<file path="config.mk">
export PLATFORM = sky130hd
export DESIGN_NAME = n64_si_dma_ctrl
export DESIGN_NICKNAME = d
export VERILOG_FILES = /design/src/rtl/n64_pif_pkg.sv /design/src/rtl/si_word_fifo2.sv /design/src/rtl/n64_si_dma_ctrl.sv
export SDC_FILE = /design/constraint.sdc
export NUM_CORES = 1
export LEC_CHECK = 0
export BUFFER_PORTS_ARGS = -buffer_cell sky130_fd_sc_hd__clkbuf_2
export CORE_MARGIN = 2
export CORE_UTILIZATION = 45
export DETAILED_ROUTE_END_ITERATION = 7
export PLACE_DENSITY = 0.73
export SLEW_MARGIN = 10
export SYNTH_ARGS = -nofsm -noshare
export SYNTH_HDL_FRONTEND = slang
export SYNTH_SLANG_ARGS = --single-unit
</file>
<file path="constraint.sdc">
create_clock -name clk -period 6 [get_ports clk]
set_input_delay 0.3 -clock clk [delete_from_list [all_inputs] [get_ports clk]]
set_output_delay 0.3 -clock clk [all_outputs]
set_load 0.02 [all_outputs]
</file>
<file path="src/rtl/n64_pif_pkg.sv">
// Shared PIF RAM / serial-interface definitions: block geometry, SI state
// encoding and transfer-direction constants.
package n64_pif_pkg;

  localparam int unsigned PIF_ADDR_W      = 9;
  localparam int unsigned PIF_BURST_WORDS = 16;
  localparam logic [PIF_ADDR_W-1:0] PIF_BASE_WORD = 9'h1F0;  // byte 0x7C0

  localparam logic SI_DIR_READ  = 1'b0;  // PIF RAM -> outbound stream
  localparam logic SI_DIR_WRITE = 1'b1;  // inbound stream -> PIF RAM

  typedef enum logic [1:0] {
    ST_IDLE  = 2'd0,
    ST_READ  = 2'd1,
    ST_WRITE = 2'd2,
    ST_DONE  = 2'd3
  } si_state_e;

endpackage

</file>
<file path="src/rtl/si_word_fifo2.sv">
// Two-entry register FIFO for the SI read path.
// Ports:
//   clk, reset          clock, synchronous active-high reset (empties FIFO)
//   push, push_data     write one word (caller guarantees not full unless popping)
//   pop                 drop the head word (caller guarantees head_valid)
//   head_data/valid     registered head of queue
//   count_c             current occupancy 0..2 (decoded from valid flags)
module si_word_fifo2 #(
  parameter int unsigned WIDTH = 32
) (
  input  logic             clk,
  input  logic             reset,
  input  logic             push,
  input  logic [WIDTH-1:0] push_data,
  input  logic             pop,
  output logic [WIDTH-1:0] head_data,
  output logic             head_valid,
  output logic [1:0]       count_c
);

  logic [WIDTH-1:0] tail_data_q;
  logic             tail_valid_q;

  assign count_c = {head_valid & tail_valid_q, head_valid ^ tail_valid_q};

  // Head/tail shift register; a pop shifts the tail (or the incoming word) to the head.
  always_ff @(posedge clk) begin
    if (reset) begin
      head_data    <= '0;
      head_valid   <= 1'b0;
      tail_data_q  <= '0;
      tail_valid_q <= 1'b0;
    end else if (pop) begin
      head_data    <= tail_valid_q ? tail_data_q : push_data;
      head_valid   <= tail_valid_q | push;
      if (push) begin
        tail_data_q <= push_data;
      end
      tail_valid_q <= tail_valid_q & push;
    end else if (push) begin
      if (!head_valid) begin
        head_data  <= push_data;
        head_valid <= 1'b1;
      end else begin
        tail_data_q  <= push_data;
        tail_valid_q <= 1'b1;
      end
    end
  end

endmodule

</file>
<file path="src/rtl/n64_si_dma_ctrl.sv">
// Serial-interface DMA engine on PIF RAM port B: moves one BURST_WORDS block
// between the RAM and an outbound (read) or inbound (write) word stream.
// Ports:
//   clk, reset                      clock, synchronous active-high reset
//   req_valid/req_dir/req_ready     transfer request (req_ready high only in IDLE)
//   ram_addr/ram_wren/ram_wdata     port-B pins, combinational from state/counters
//   ram_rdata                       port-B read data, 1-clock latency
//   rd_data/rd_valid/rd_ready       outbound word stream (RAM -> stream)
//   wr_data/wr_valid/wr_ready       inbound word stream (stream -> RAM)
//   busy, done                      activity flag, one-clock end-of-burst pulse
module n64_si_dma_ctrl
  import n64_pif_pkg::*;
#(
  parameter int unsigned       ADDR_W      = PIF_ADDR_W,
  parameter int unsigned       BURST_WORDS = PIF_BURST_WORDS,
  parameter logic [ADDR_W-1:0] BASE_WORD   = ADDR_W'(PIF_BASE_WORD)
) (
  input  logic              clk,
  input  logic              reset,
  input  logic              req_valid,
  input  logic              req_dir,
  output logic              req_ready,
  output logic [ADDR_W-1:0] ram_addr,
  output logic              ram_wren,
  output logic [31:0]       ram_wdata,
  input  logic [31:0]       ram_rdata,
  output logic [31:0]       rd_data,
  output logic              rd_valid,
  input  logic              rd_ready,
  input  logic [31:0]       wr_data,
  input  logic              wr_valid,
  output logic              wr_ready,
  output logic              busy,
  output logic              done
);

  localparam int unsigned CNT_W = ADDR_W + 1;
  localparam logic [CNT_W-1:0] BURST_CNT = CNT_W'(BURST_WORDS);
  localparam logic [CNT_W-1:0] LAST_CNT  = CNT_W'(BURST_WORDS - 1);

  si_state_e        state_q, state_d;
  logic [CNT_W-1:0] icnt_q;      // read addresses issued
  logic [CNT_W-1:0] ccnt_q;      // words completed (popped or written)
  logic             inflight_q;  // read issued last clock, data arrives now

  logic       issue_c;
  logic       pop_c;
  logic       wr_acc_c;
  logic       req_acc_c;
  logic [1:0] fifo_cnt_c;
  logic [2:0] occ_c;

  si_word_fifo2 #(.WIDTH(32)) u_fifo (
    .clk        (clk),
    .reset      (reset),
    .push       (inflight_q),
    .push_data  (ram_rdata),
    .pop        (pop_c),
    .head_data  (rd_data),
    .head_valid (rd_valid),
    .count_c    (fifo_cnt_c)
  );

  assign pop_c = rd_valid & rd_ready;
  // Slots committed after this edge; a pop this clock frees one for a new issue.
  assign occ_c = 3'(fifo_cnt_c) + 3'(inflight_q) - 3'(pop_c);

  // Next state and combinational RAM port-B drive.
  always_comb begin
    state_d   = state_q;
    issue_c   = 1'b0;
    wr_acc_c  = 1'b0;
    req_acc_c = 1'b0;
    ram_addr  = BASE_WORD;
    ram_wren  = 1'b0;
    ram_wdata = '0;
    case (state_q)
      ST_IDLE: begin
        if (req_valid) begin
          req_acc_c = 1'b1;
          state_d   = (req_dir == SI_DIR_WRITE) ? ST_WRITE : ST_READ;
        end
      end
      ST_READ: begin
        if ((icnt_q < BURST_CNT) && (occ_c < 3'd2)) begin
          issue_c  = 1'b1;
          ram_addr = BASE_WORD + icnt_q[ADDR_W-1:0];
        end
        if (pop_c && (ccnt_q == LAST_CNT)) begin
          state_d = ST_DONE;
        end
      end
      ST_WRITE: begin
        if (wr_valid && wr_ready) begin
          wr_acc_c  = 1'b1;
          // A reset in this clock aborts the burst without touching the RAM.
          ram_wren  = ~reset;
          ram_addr  = BASE_WORD + ccnt_q[ADDR_W-1:0];
          ram_wdata = wr_data;
          if (ccnt_q == LAST_CNT) begin
            state_d = ST_DONE;
          end
        end
      end
      ST_DONE: state_d = ST_IDLE;
      default: state_d = ST_IDLE;
    endcase
  end

  // State register and status flags registered from the next state.
  always_ff @(posedge clk) begin
    if (reset) begin
      state_q   <= ST_IDLE;
      req_ready <= 1'b1;
      busy      <= 1'b0;
      done      <= 1'b0;
      wr_ready  <= 1'b0;
    end else begin
      state_q   <= state_d;
      req_ready <= (state_d == ST_IDLE);
      busy      <= (state_d != ST_IDLE);
      done      <= (state_d == ST_DONE);
      wr_ready  <= (state_d == ST_WRITE);
    end
  end

  // Issue/completion counters and read-inflight flag.
  always_ff @(posedge clk) begin
    if (reset) begin
      icnt_q     <= '0;
      ccnt_q     <= '0;
      inflight_q <= 1'b0;
    end else begin
      inflight_q <= issue_c;
      if (req_acc_c) begin
        icnt_q <= '0;
        ccnt_q <= '0;
      end else begin
        if (issue_c) begin
          icnt_q <= icnt_q + CNT_W'(1);
        end
        if (pop_c || wr_acc_c) begin
          ccnt_q <= ccnt_q + CNT_W'(1);
        end
      end
    end
  end

endmodule

</file>
==> results of run 1 <==
==> cells in the mapped netlist <==
cell type / number / share of area (%)
sky130_fd_sc_hd__nand2_2: 1 / 0.14
sky130_fd_sc_hd__inv_1: 10 / 0.85
sky130_fd_sc_hd__buf_1: 1 / 0.085
sky130_fd_sc_hd__clkbuf_1: 17 / 1.4
sky130_fd_sc_hd__a21boi_1: 4 / 0.68
sky130_fd_sc_hd__nor4b_4: 1 / 0.54
sky130_fd_sc_hd__a211oi_2: 9 / 2.5
sky130_fd_sc_hd__and4_1: 1 / 0.20
sky130_fd_sc_hd__buf_4: 7 / 1.2
sky130_fd_sc_hd__or3_1: 2 / 0.28
sky130_fd_sc_hd__and2_1: 36 / 5.1
sky130_fd_sc_hd__buf_2: 7 / 0.79
sky130_fd_sc_hd__dfxtp_1: 93 / 42
sky130_fd_sc_hd__o21bai_1: 2 / 0.34
sky130_fd_sc_hd__nor2b_1: 3 / 0.42
sky130_fd_sc_hd__buf_6: 3 / 0.76
sky130_fd_sc_hd__nor3_1: 5 / 0.56
sky130_fd_sc_hd__nor2_1: 52 / 4.4
sky130_fd_sc_hd__nand2b_1: 1 / 0.14
sky130_fd_sc_hd__nand2_1: 84 / 7.1
sky130_fd_sc_hd__o21ai_0: 11 / 1.2
sky130_fd_sc_hd__ha_1: 14 / 4.0
sky130_fd_sc_hd__nor4_1: 3 / 0.42
sky130_fd_sc_hd__a211oi_1: 24 / 4.1
sky130_fd_sc_hd__mux2i_1: 35 / 7.9
sky130_fd_sc_hd__or2_1: 1 / 0.14
sky130_fd_sc_hd__nor4_2: 2 / 0.56
sky130_fd_sc_hd__and3_1: 3 / 0.42
sky130_fd_sc_hd__nand4_1: 3 / 0.42
sky130_fd_sc_hd__and2_4: 1 / 0.20
sky130_fd_sc_hd__o22ai_1: 1 / 0.14
sky130_fd_sc_hd__nor3b_1: 2 / 0.34
sky130_fd_sc_hd__a221oi_2: 1 / 0.34
sky130_fd_sc_hd__o21a_1: 1 / 0.17
sky130_fd_sc_hd__xnor2_1: 8 / 1.6
sky130_fd_sc_hd__nand3_1: 14 / 1.6
sky130_fd_sc_hd__a32oi_2: 1 / 0.37
sky130_fd_sc_hd__xor2_1: 7 / 1.4
sky130_fd_sc_hd__or3b_1: 1 / 0.20
sky130_fd_sc_hd__o21ai_1: 2 / 0.23
sky130_fd_sc_hd__a21o_1: 2 / 0.34
sky130_fd_sc_hd__a21oi_1: 39 / 4.4
==> critical path: stages (launching register included) <==
cell and delay (ns):
sky130_fd_sc_hd__dfxtp_1 0.51, sky130_fd_sc_hd__ha_1 0.30, sky130_fd_sc_hd__inv_1 0.06, sky130_fd_sc_hd__ha_1 0.21
sky130_fd_sc_hd__nor2b_1 0.12, sky130_fd_sc_hd__ha_1 0.27, sky130_fd_sc_hd__nor4b_4 0.36, sky130_fd_sc_hd__and3_1 0.37
sky130_fd_sc_hd__nand2_1 0.09, sky130_fd_sc_hd__a21boi_1 0.13, sky130_fd_sc_hd__clkbuf_2 0.18
==> layer usage <==
layer	vias up	global-route usage (%)	wire length, um	part of all wire [%]
met5	-	0	0	0
met4	0	6.68	167	1.6
met3	12	4.70	675	6.6
met2	154	34.7	4990	49
met1	1803	21.6	4360	43
li1	2009	-	-	-
==> sequential cells by signal (all words and copies together) (netlist names) <==
signal               flops
u_fifo.tail_data_q      32
u_fifo.head_valid        1
inflight_q               1
done                     1
icnt_q                  10
state_q                  2
u_fifo.head_data        32
req_ready                1
ccnt_q                  10
wr_ready                 1
busy                     1
u_fifo.tail_valid_q      1
==> where the power goes <==
| group | switching [mW] | internal, mW | total (mW) |
|---|---|---|---|
| clock network | 0.241 | 0.159 | 0.401 |
| registers | 0.0213 | 0.650 | 0.671 |
| logic | 0.177 | 0.0989 | 0.276 |
==> stage by stage <==
stage | cell area, um^2 | hold WS (ns)
2_1_floorplan | 4430 | 0.436
3_3_place_gp | 5160 | 0.441
3_5_place_dp | 5160 | 0.446
4_1_cts | 5350 | 0.144
5_1_grt | 5350 | 0.157
6_report | 5350 | 0.154
==> logic make-up after synthesis <==
family / count (synthesis) / synth area share (%)
multiplexers: 35 / 7.91
AND/OR/NAND/NOR: 216 / 23.2
flip-flops: 93 / 42.0
buffers and inverters: 45 / 5.11
AO/OA/AOI/OAI: 97 / 14.9
XOR/XNOR: 15 / 2.97
adder cells (fa/ha/maj): 14 / 3.95
==> worst max path at each step <==
stage,from,to,slack (ns),cells past startpoint
CTS,u_fifo.head_valid$_SDFFE_PP0P_,ram_addr[3],2.73,10
global placement,u_fifo.head_valid$_SDFFE_PP0P_,ram_addr[3],3.26,10
global route,u_fifo.head_valid$_SDFFE_PP0P_,ram_addr[1],2.48,10
floorplan,u_fifo.head_valid$_SDFFE_PP0P_,ram_addr[0],3.20,10
finish,u_fifo.head_valid$_SDFFE_PP0P_,ram_addr[3],2.73,10
detailed placement,u_fifo.head_valid$_SDFFE_PP0P_,ram_addr[3],3.14,10
==> cell type report <==
class	instances	area (um^2)	share of cell area [%]
clock buffer	9	124	2.31
clock inverter	7	62.6	1.17
inverter	10	37.5	0.701
multi-input combinational	377	2350	43.8
sequential	93	1860	34.8
tap	133	166	3.11
timing repair buffer	150	756	14.1
==> flow_summary_export.csv, run 1 <==
group,metric,value,unit
critical_path,end_kind,"primary output",
timing,final_min_period_over_clock_period,54.5,%
global_route,grt_start_max_net_pins,75,
cells_and_area,final_common_cell,"sky130_fd_sc_hd__clkbuf_2",
clock_network,cts_hold_buffers,0,
cells_and_area,final_nets,725,
timing,maxClockFrequency,306,MHz
routing,drt_iter0_drc,71,
pwr,power,1.35,mW
global_route,global_route.overflow_total,0,
timing,setup_total_negative_slack,0,ns
clock_network,ctsResizeCount,0,
cells_and_area,final_cell_mix,"sky130_fd_sc_hd__clkbuf_2, sky130_fd_sc_hd__dfxtp_1, sky130_fd_sc_hd__nand2_1",
yosys,syn-num-nets,599,
floorplan,die_area,0.0107,mm^2
yosys,synth.yosys.warnings,0,
clock_network,clock_tree.htree_level_count,3,
clock_network,clkSlewWorstSetupHoldPaths,0.10,ns
cells_and_area,layout-area-overhead-vs-synth,20.8,%
hold_path,worstHoldEndpoint,"u_fifo.tail_data_q[1]$_SDFFE_PP0P_",
yosys,synth_cell_type_count,42,
critical_path,reg2reg_depth,9,
hold_path,worstHoldPathType,"input port to flip-flop",
timing,finalClockSkew,0.0149,ns
routing,drt_pass_1_iters,4,
floorplan,core_outline_area,0.00968,mm^2
yosys,mappedNetlistArea,0.00443,mm^2
pwr,vdd_ir_max,171,uV
critical_path,arrival,2.97,ns
timing,grt_setup_unrepaired,"false",
place,dpl_worst_slack,3.14,ns
hold_path,worst_hold_startpoint,"ram_rdata[1]",
cells_and_area,finalNonFillerCells,779,
pwr,leakagePower,2.44,nW
critical_path,worstSetupStartpointType,"flip-flop",
routing,drt-vias-per-instance,5.11,
global_route,grt_pass1_wl,16000,um
yosys,synth_sequential_area_ratio,42.0,%
critical_path,cp.required,5.70,ns
critical_path,path_class,"flip-flop to primary output",
pwr,power_density_over_the_cells,252,mW/mm^2
timing,worst_slack,2.73,ns
clock_network,post_cts_buffers,0,
timing,number_of_pins_with_negative_max_slew_slack_in_the_final_report,0,
routing,detail_route.drc_violations,0,
cells_and_area,fraction_of_layout_instances_using_a_drive_strength_above_1,28.5,%
critical_path,crit_fanout,9,
cells_and_area,fillers,899,
yosys,synthesis.area_per_instance,8.60,um^2
timing,finalHoldViolCount,0,
routing,routed_wl,10200,um
clock_network,clkSinkCount,93,
global_route,number_of_antenna_violations_at_the_first_check_in_global_routing,0,
place,io_buffers,148,
global_route,first_global_vias,3578,
cells_and_area,antenna_cells_inserted,0,
clock_network,ctsLongestPathBuffers,2,
timing,final_setup_violation_count,0,
timing,max-slew-margin-rel,22.1,%
routing,ant_nets,0,
clock_network,root_buffer,"sky130_fd_sc_hd__clkbuf_8",
critical_path,critical_path.reg2reg.endpoint,"icnt_q[1]$_SDFFE_PP0P_",
global_route,total_track_usage,19.0,%
hold_path,hold_depth,3,
floorplan,die-height,103,um
clock_network,cts_inserted_buffers,9,
timing,min_period,3.27,ns
floorplan,chipWidth,103,um
clock_network,tritoncts,"yes",
cells_and_area,finalCoreUtilization,55.3,%
critical_path,rr_startpoint,"u_fifo.head_valid$_SDFFE_PP0P_",
flow_run,cap_violations,0,
clock_network,insertion_delay,0.36,ns
run_status,run_status,"finished clean",
routing,num_vias,3978,
critical_path,rrSetupSlack,3.42,ns
routing,wl_per_cell,13.1,um
place,dp_cells,763,
timing,max_slew.worst_pin.slew,1.17,ns
place,gpl.final_weighted_congestion,0.881,
yosys,syn-instance-count,515,
floorplan,start_util,45.7,%
floorplan,num_rows,36,
yosys,synth.ff_latch_count,93,
floorplan,design.portCount,149,
place,dp_hpwl,7440,um
Power figures use the tool's default switching activity.
==> run 2, diff against run 1 <==
- clock period: 6 -> 3.3 ns (I/O delays scaled with it)
==> flow_summary_export.csv, run 2 (same netlist as run 1, synthesis figures left out) <==
group,metric,value,unit
run_status,run_status,"finished clean",
cells_and_area,fraction_of_layout_instances_using_a_drive_strength_above_1,28.7,%
global_route,number_of_antenna_violations_at_the_first_check_in_global_routing,0,
cells_and_area,final_common_cell,"sky130_fd_sc_hd__clkbuf_2",
cells_and_area,final_cell_mix,"sky130_fd_sc_hd__clkbuf_2, sky130_fd_sc_hd__dfxtp_1, sky130_fd_sc_hd__nand2_1",
critical_path,arrival,2.87,ns
floorplan,die_area,0.0107,mm^2
floorplan,start_util,45.7,%
timing,final_min_period_over_clock_period,92.1,%
routing,detail_route.drc_violations,0,
routing,ant_nets,0,
routing,num_vias,3951,
cells_and_area,layout-area-overhead-vs-synth,22.1,%
hold_path,worst_hold_startpoint,"ram_rdata[3]",
timing,final_setup_violation_count,0,
clock_network,clock_tree.htree_level_count,3,
pwr,vdd_ir_max,176,uV
critical_path,path_class,"flip-flop to primary output",
clock_network,ctsLongestPathBuffers,2,
place,dp_hpwl,7670,um
timing,finalClockSkew,0.00724,ns
critical_path,cp.required,3.13,ns
flow_run,cap_violations,0,
timing,maxClockFrequency,329,MHz
clock_network,cts_hold_buffers,0,
hold_path,worstHoldPathType,"input port to flip-flop",
timing,min_period,3.04,ns
routing,drt_pass_1_iters,4,
routing,wl_per_cell,13.3,um
global_route,grt_pass1_wl,16300,um
clock_network,ctsResizeCount,0,
critical_path,timing_startpoint_of_the_critical_path,"u_fifo.head_valid$_SDFFE_PP0P_",
place,dp_cells,765,
timing,grt_setup_unrepaired,"false",
cells_and_area,antenna_cells_inserted,0,
timing,max-slew-margin-rel,24.6,%
floorplan,die-height,103,um
global_route,total_track_usage,19.5,%
clock_network,clkSlewWorstSetupHoldPaths,0.10,ns
cells_and_area,registers_with_the_most_flip_flops,"u_fifo.head_data x32, u_fifo.tail_data_q x32",
floorplan,core_outline_area,0.00968,mm^2
place,gpl.final_weighted_congestion,0.885,
global_route,grt_start_max_net_pins,46,
clock_network,post_cts_buffers,0,
timing,number_of_pins_with_negative_max_slew_slack_in_the_final_report,0,
place,io_buffers,148,
clock_network,tritoncts,"yes",
timing,setup_total_negative_slack,0,ns
clock_network,clkSinkCount,93,
pwr,power_density_over_the_cells,479,mW/mm^2
timing,max_slew.worst_pin.slew,1.13,ns
cells_and_area,final_nets,727,
routing,drt_iter0_drc,79,
timing,finalHoldViolCount,0,
routing,routed_wl,10400,um
critical_path,rr_startpoint,"u_fifo.head_valid$_SDFFE_PP0P_",
clock_network,cts_inserted_buffers,9,
critical_path,end_kind,"primary output",
floorplan,chipWidth,103,um
clock_network,insertion_delay,0.36,ns
floorplan,design.portCount,149,
critical_path,crit_fanout,9,
clock_network,root_buffer,"sky130_fd_sc_hd__clkbuf_8",
critical_path,worstSetupStartpointType,"flip-flop",
cells_and_area,finalNonFillerCells,781,
global_route,global_route.overflow_total,0,
global_route,first_global_vias,3633,
routing,drt-vias-per-instance,5.06,
pwr,leakagePower,2.47,nW
floorplan,num_rows,36,
run 2: critical path, cell delays in order (launching register included):
cell and delay (ns):
sky130_fd_sc_hd__dfxtp_1 0.40, sky130_fd_sc_hd__ha_1 0.32, sky130_fd_sc_hd__inv_1 0.04, sky130_fd_sc_hd__ha_1 0.17, sky130_fd_sc_hd__xor2_1 0.16, sky130_fd_sc_hd__ha_1 0.33, sky130_fd_sc_hd__nor4b_4 0.37, sky130_fd_sc_hd__and3_2 0.34
sky130_fd_sc_hd__nand2_1 0.07, sky130_fd_sc_hd__a21boi_1 0.13, sky130_fd_sc_hd__clkbuf_2 0.19
run 2: routing by layer:
metal / GRT usage [%] / share of wire, % / up-vias / routed length (um)
met5: 0 / 0 / - / 0
met4: 10.1 / 2.6 / 0 / 267
met3: 3.56 / 6.3 / 22 / 658
met2: 34.8 / 49 / 152 / 5070
met1: 22.2 / 42 / 1776 / 4400
li1: - / - / 2001 / -
run 2: final cells by class:
| class | count | area, um^2 |
|---|---|---|
| inverters | 10 | 37.5 |
| multi-input cells | 377 | 2340 |
| clock buffers | 9 | 124 |
| fillers | 881 | 4270 |
| clock inverters | 7 | 105 |
| well taps | 133 | 166 |
| repair buffers | 152 | 771 |
| flip-flops and latches | 93 | 1860 |
run 2: final timing paths:
path                                   endpoint  slack (ns)  cells past startpoint
max                                 ram_addr[3]        0.26                     10
min reg2reg  u_fifo.tail_data_q[7]$_SDFFE_PP0P_        0.46                      2
min          u_fifo.tail_data_q[3]$_SDFFE_PP0P_        0.02                      3
max reg2reg              icnt_q[1]$_SDFFE_PP0P_        0.81                      9
run 2: per-stage QoR:
step | power (mW) | setup WS, ns | hold slack [ns] | utilization, % | instance area (um^2)
after floorplan | 1.58 | 0.639 | 0.301 | - | 4430
after global placement | 1.74 | 0.693 | 0.405 | 53.5 | 5180
after detailed placement | 1.75 | 0.626 | 0.411 | 53.5 | 5180
after CTS | 2.62 | 0.206 | 0.00874 | 55.9 | 5410
after global routing | 2.71 | 0.0263 | 0.0176 | 55.9 | 5410
final | 2.59 | 0.261 | 0.0235 | 55.9 | 5410
run 2: power by group:
part	internal (mW)	total, mW	switching [mW]
registers	1.18	1.22	0.0382
clock network	0.439	0.864	0.425
logic	0.182	0.508	0.326
==> run 3, diff against run 2 <==
- CORE_ASPECT_RATIO: not set -> 0.5
- clock period: 3.3 -> 2.8 ns (I/O delays scaled with it)
==> flow_summary_export.csv, run 3 (same netlist as run 1, synthesis figures left out) <==
group,metric,value,unit
run_status,run_status,"finished clean",
cells_and_area,finalNonFillerCells,790,
floorplan,core_outline_area,0.00951,mm^2
clock_network,clkSlewWorstSetupHoldPaths,0.07,ns
critical_path,rr_startpoint,"u_fifo.tail_valid_q$_SDFFE_PP0P_",
global_route,number_of_antenna_violations_at_the_first_check_in_global_routing,0,
timing,number_of_pins_with_negative_max_slew_slack_in_the_final_report,0,
timing,finalClockSkew,0.0107,ns
critical_path,path_class,"flip-flop to primary output",
global_route,first_global_vias,3456,
global_route,grt_start_max_net_pins,39,
timing,maxClockFrequency,370,MHz
global_route,grt_pass1_wl,15800,um
place,io_buffers,148,
clock_network,root_buffer,"sky130_fd_sc_hd__clkbuf_16",
floorplan,num_rows,25,
floorplan,die-height,74.2,um
timing,max-slew-margin-rel,27.5,%
pwr,clock_power_share,36.3,%
clock_network,cts_hold_buffers,0,
routing,drt-vias-per-instance,4.96,
pwr,combinationalPowerShare,19.6,%
cells_and_area,final_nets,734,
cells_and_area,multi_input_area,0.00241,mm^2
hold_path,worstHoldPathType,"input port to flip-flop",
routing,wl_per_cell,13.1,um
cells_and_area,antenna_cells_inserted,0,
critical_path,worstSetupStartpointType,"flip-flop",
clock_network,cts_inserted_buffers,9,
timing,final_min_period_over_clock_period,96.6,%
critical_path,cp.required,2.66,ns
critical_path,timing_startpoint_of_the_critical_path,"u_fifo.tail_valid_q$_SDFFE_PP0P_",
timing,worst_hold_slack,0.0352,ns
cells_and_area,finalCoreUtilization,59.4,%
routing,ant_nets,0,
place,dp_cells,769,
clock_network,clock_tree.htree_level_count,3,
critical_path,crit_fanout,3,
cells_and_area,final_common_cell,"sky130_fd_sc_hd__clkbuf_2",
critical_path,worst_path_max_delay_cell,"sky130_fd_sc_hd__dfxtp_4",
cells_and_area,registers_with_the_most_flip_flops,"u_fifo.head_data x32, u_fifo.tail_data_q x32",
pwr,leakagePower,2.57,nW
pwr,seq_power_share,44.1,%
clock_network,tritoncts,"yes",
pwr,vdd_ir_max,302,uV
critical_path,reg2reg_depth,12,
critical_path,arrival,2.56,ns
cells_and_area,final_cell_mix,"sky130_fd_sc_hd__clkbuf_2, sky130_fd_sc_hd__dfxtp_1, sky130_fd_sc_hd__nand2_1",
pwr,internal-power,2.33,mW
floorplan,chipWidth,144,um
place,placed_area,0.00521,mm^2
routing,routed_wl,10400,um
cells_and_area,sequential_cell_area,0.00187,mm^2
cells_and_area,postLayoutCellArea,0.00564,mm^2
timing,max_slew.worst_pin.slew,1.08,ns
flow_run,cap_violations,0,
global_route,global_route.overflow_total,0,
place,gpl.final_weighted_congestion,0.817,
timing,finalHoldViolCount,0,
timing,final_setup_violation_count,0,
routing,num_vias,3919,
clock_network,clkSinkCount,93,
routing,drt_iter0_drc,188,
cells_and_area,fraction_of_layout_instances_using_a_drive_strength_above_1,30.7,%
critical_path,end_kind,"primary output",
critical_path,critical_path.reg2reg.endpoint,"icnt_q[5]$_SDFFE_PP0P_",
floorplan,start_util,46.6,%
global_route,total_track_usage,18.9,%
pwr,sw_share,28.6,%
pwr,power_density_over_the_cells,578,mW/mm^2
floorplan,design.portCount,149,
place,dp_hpwl,7190,um
clock_network,insertion_delay,0.34,ns
routing,detail_route.drc_violations,0,
clock_network,ctsLongestPathBuffers,2,
critical_path,rrSetupSlack,0.33,ns
critical_path,cp_cell_sequence,"ha_4 -> inv_1 -> ha_4 -> xor2_1 -> ha_1 -> nor4b_4 -> buf_4 -> buf_6 -> nand3_2 -> nand2_2 -> nand3_2 -> buf_6",
cells_and_area,fillers,870,
critical_path,setup.worst_path.end,"ram_addr[5]",
routing,drt_pass_1_iters,4,
critical_path,max_stage_delay,0.36,ns
cells_and_area,layout-area-overhead-vs-synth,27.4,%
timing,min_period,2.70,ns
pwr,switching_power_summed_over_all_nets,0.933,mW
floorplan,die_area,0.0107,mm^2
-- run 3: cell types whose count changed in the layout (fill, tap and decap cells not counted), sizes merged --
| cell | delta |
|---|---|
| dlymetal6s2s | +1 |
| buf | +13 |
| clkinv | +2 |
| clkinvlp | -1 |
| clkbuf | -4 |
| bufinv | -1 |
| inv | -3 |
-- run 3: per-layer routing --
metal	vias up	global-route usage (%)	share of wire [%]
met5	-	0	0
met2	116	33.8	49
met3	10	6.12	5.8
met4	0	5.07	0.92
met1	1778	22.4	44
li1	2015	-	-
-- run 3: power groups by stage --
| stage | clock network [mW] | logic (mW) | registers, mW |
|---|---|---|---|
| 2_1_floorplan | 0 | 0.328 | 1.53 |
| 3_3_place_gp | 0 | 0.592 | 1.47 |
| 3_5_place_dp | 0 | 0.602 | 1.47 |
| 4_1_cts | 1.21 | 0.605 | 1.44 |
| 5_1_grt | 1.27 | 0.697 | 1.45 |
| 6_report | 1.18 | 0.641 | 1.44 |
-- run 3: how the worst min path moves through the flow --
| stage | from | endpoint | slack, ns | cells after the start |
|---|---|---|---|---|
| after floorplan | ram_rdata[0] | u_fifo.tail_data_q[0]$_SDFFE_PP0P_ | 0.28 | 2 |
| after global placement | ram_rdata[13] | u_fifo.tail_data_q[13]$_SDFFE_PP0P_ | 0.38 | 3 |
| after detailed placement | ram_rdata[26] | u_fifo.tail_data_q[26]$_SDFFE_PP0P_ | 0.39 | 3 |
| after CTS | ram_rdata[26] | u_fifo.tail_data_q[26]$_SDFFE_PP0P_ | 0.02 | 3 |
| after global routing | ram_rdata[2] | u_fifo.tail_data_q[2]$_SDFFE_PP0P_ | 0.04 | 3 |
| final | ram_rdata[26] | u_fifo.tail_data_q[26]$_SDFFE_PP0P_ | 0.04 | 3 |
-- run 3: cell type report --
| type | instances | area share (%) |
|---|---|---|
| multi-input cells | 377 | 42.7 |
| flip-flops and latches | 93 | 33.1 |
| repair buffers | 159 | 15.5 |
| clock buffers | 12 | 4.19 |
| well taps | 135 | 2.99 |
| clock inverters | 4 | 0.865 |
| inverters | 10 | 0.665 |
-- run 3: worst max-delay path, delay by kind of cell, from the launching register on --
family / cells / cell delay [ns]
XOR/XNOR: 1 / 0.16
adder cells (fa/ha/maj): 3 / 0.72
buffers and inverters: 4 / 0.48
flip-flops: 1 / 0.36
AND/OR/NAND/NOR: 4 / 0.50
-- run 3: timing repair --
| action | 4_1_cts | 5_1_grt |
|---|---|---|
| setup endpoints to repair | 6 | 7 |
| gates resized for setup | 2 | 36 |
| pin swaps | 0 | 7 |
| buffers inserted | 0 | 5 |
-- run 3: metrics by stage --
stage / power [mW] / setup TNS, ns / worst slack, ns
after floorplan: 1.86 / 0 / 0.164
after global placement: 2.06 / 0 / 0.334
after detailed placement: 2.07 / 0 / 0.256
after CTS: 3.25 / -0.00250 / -0.00250
after global routing: 3.42 / -0.0682 / -0.0269
final: 3.26 / 0 / 0.0961
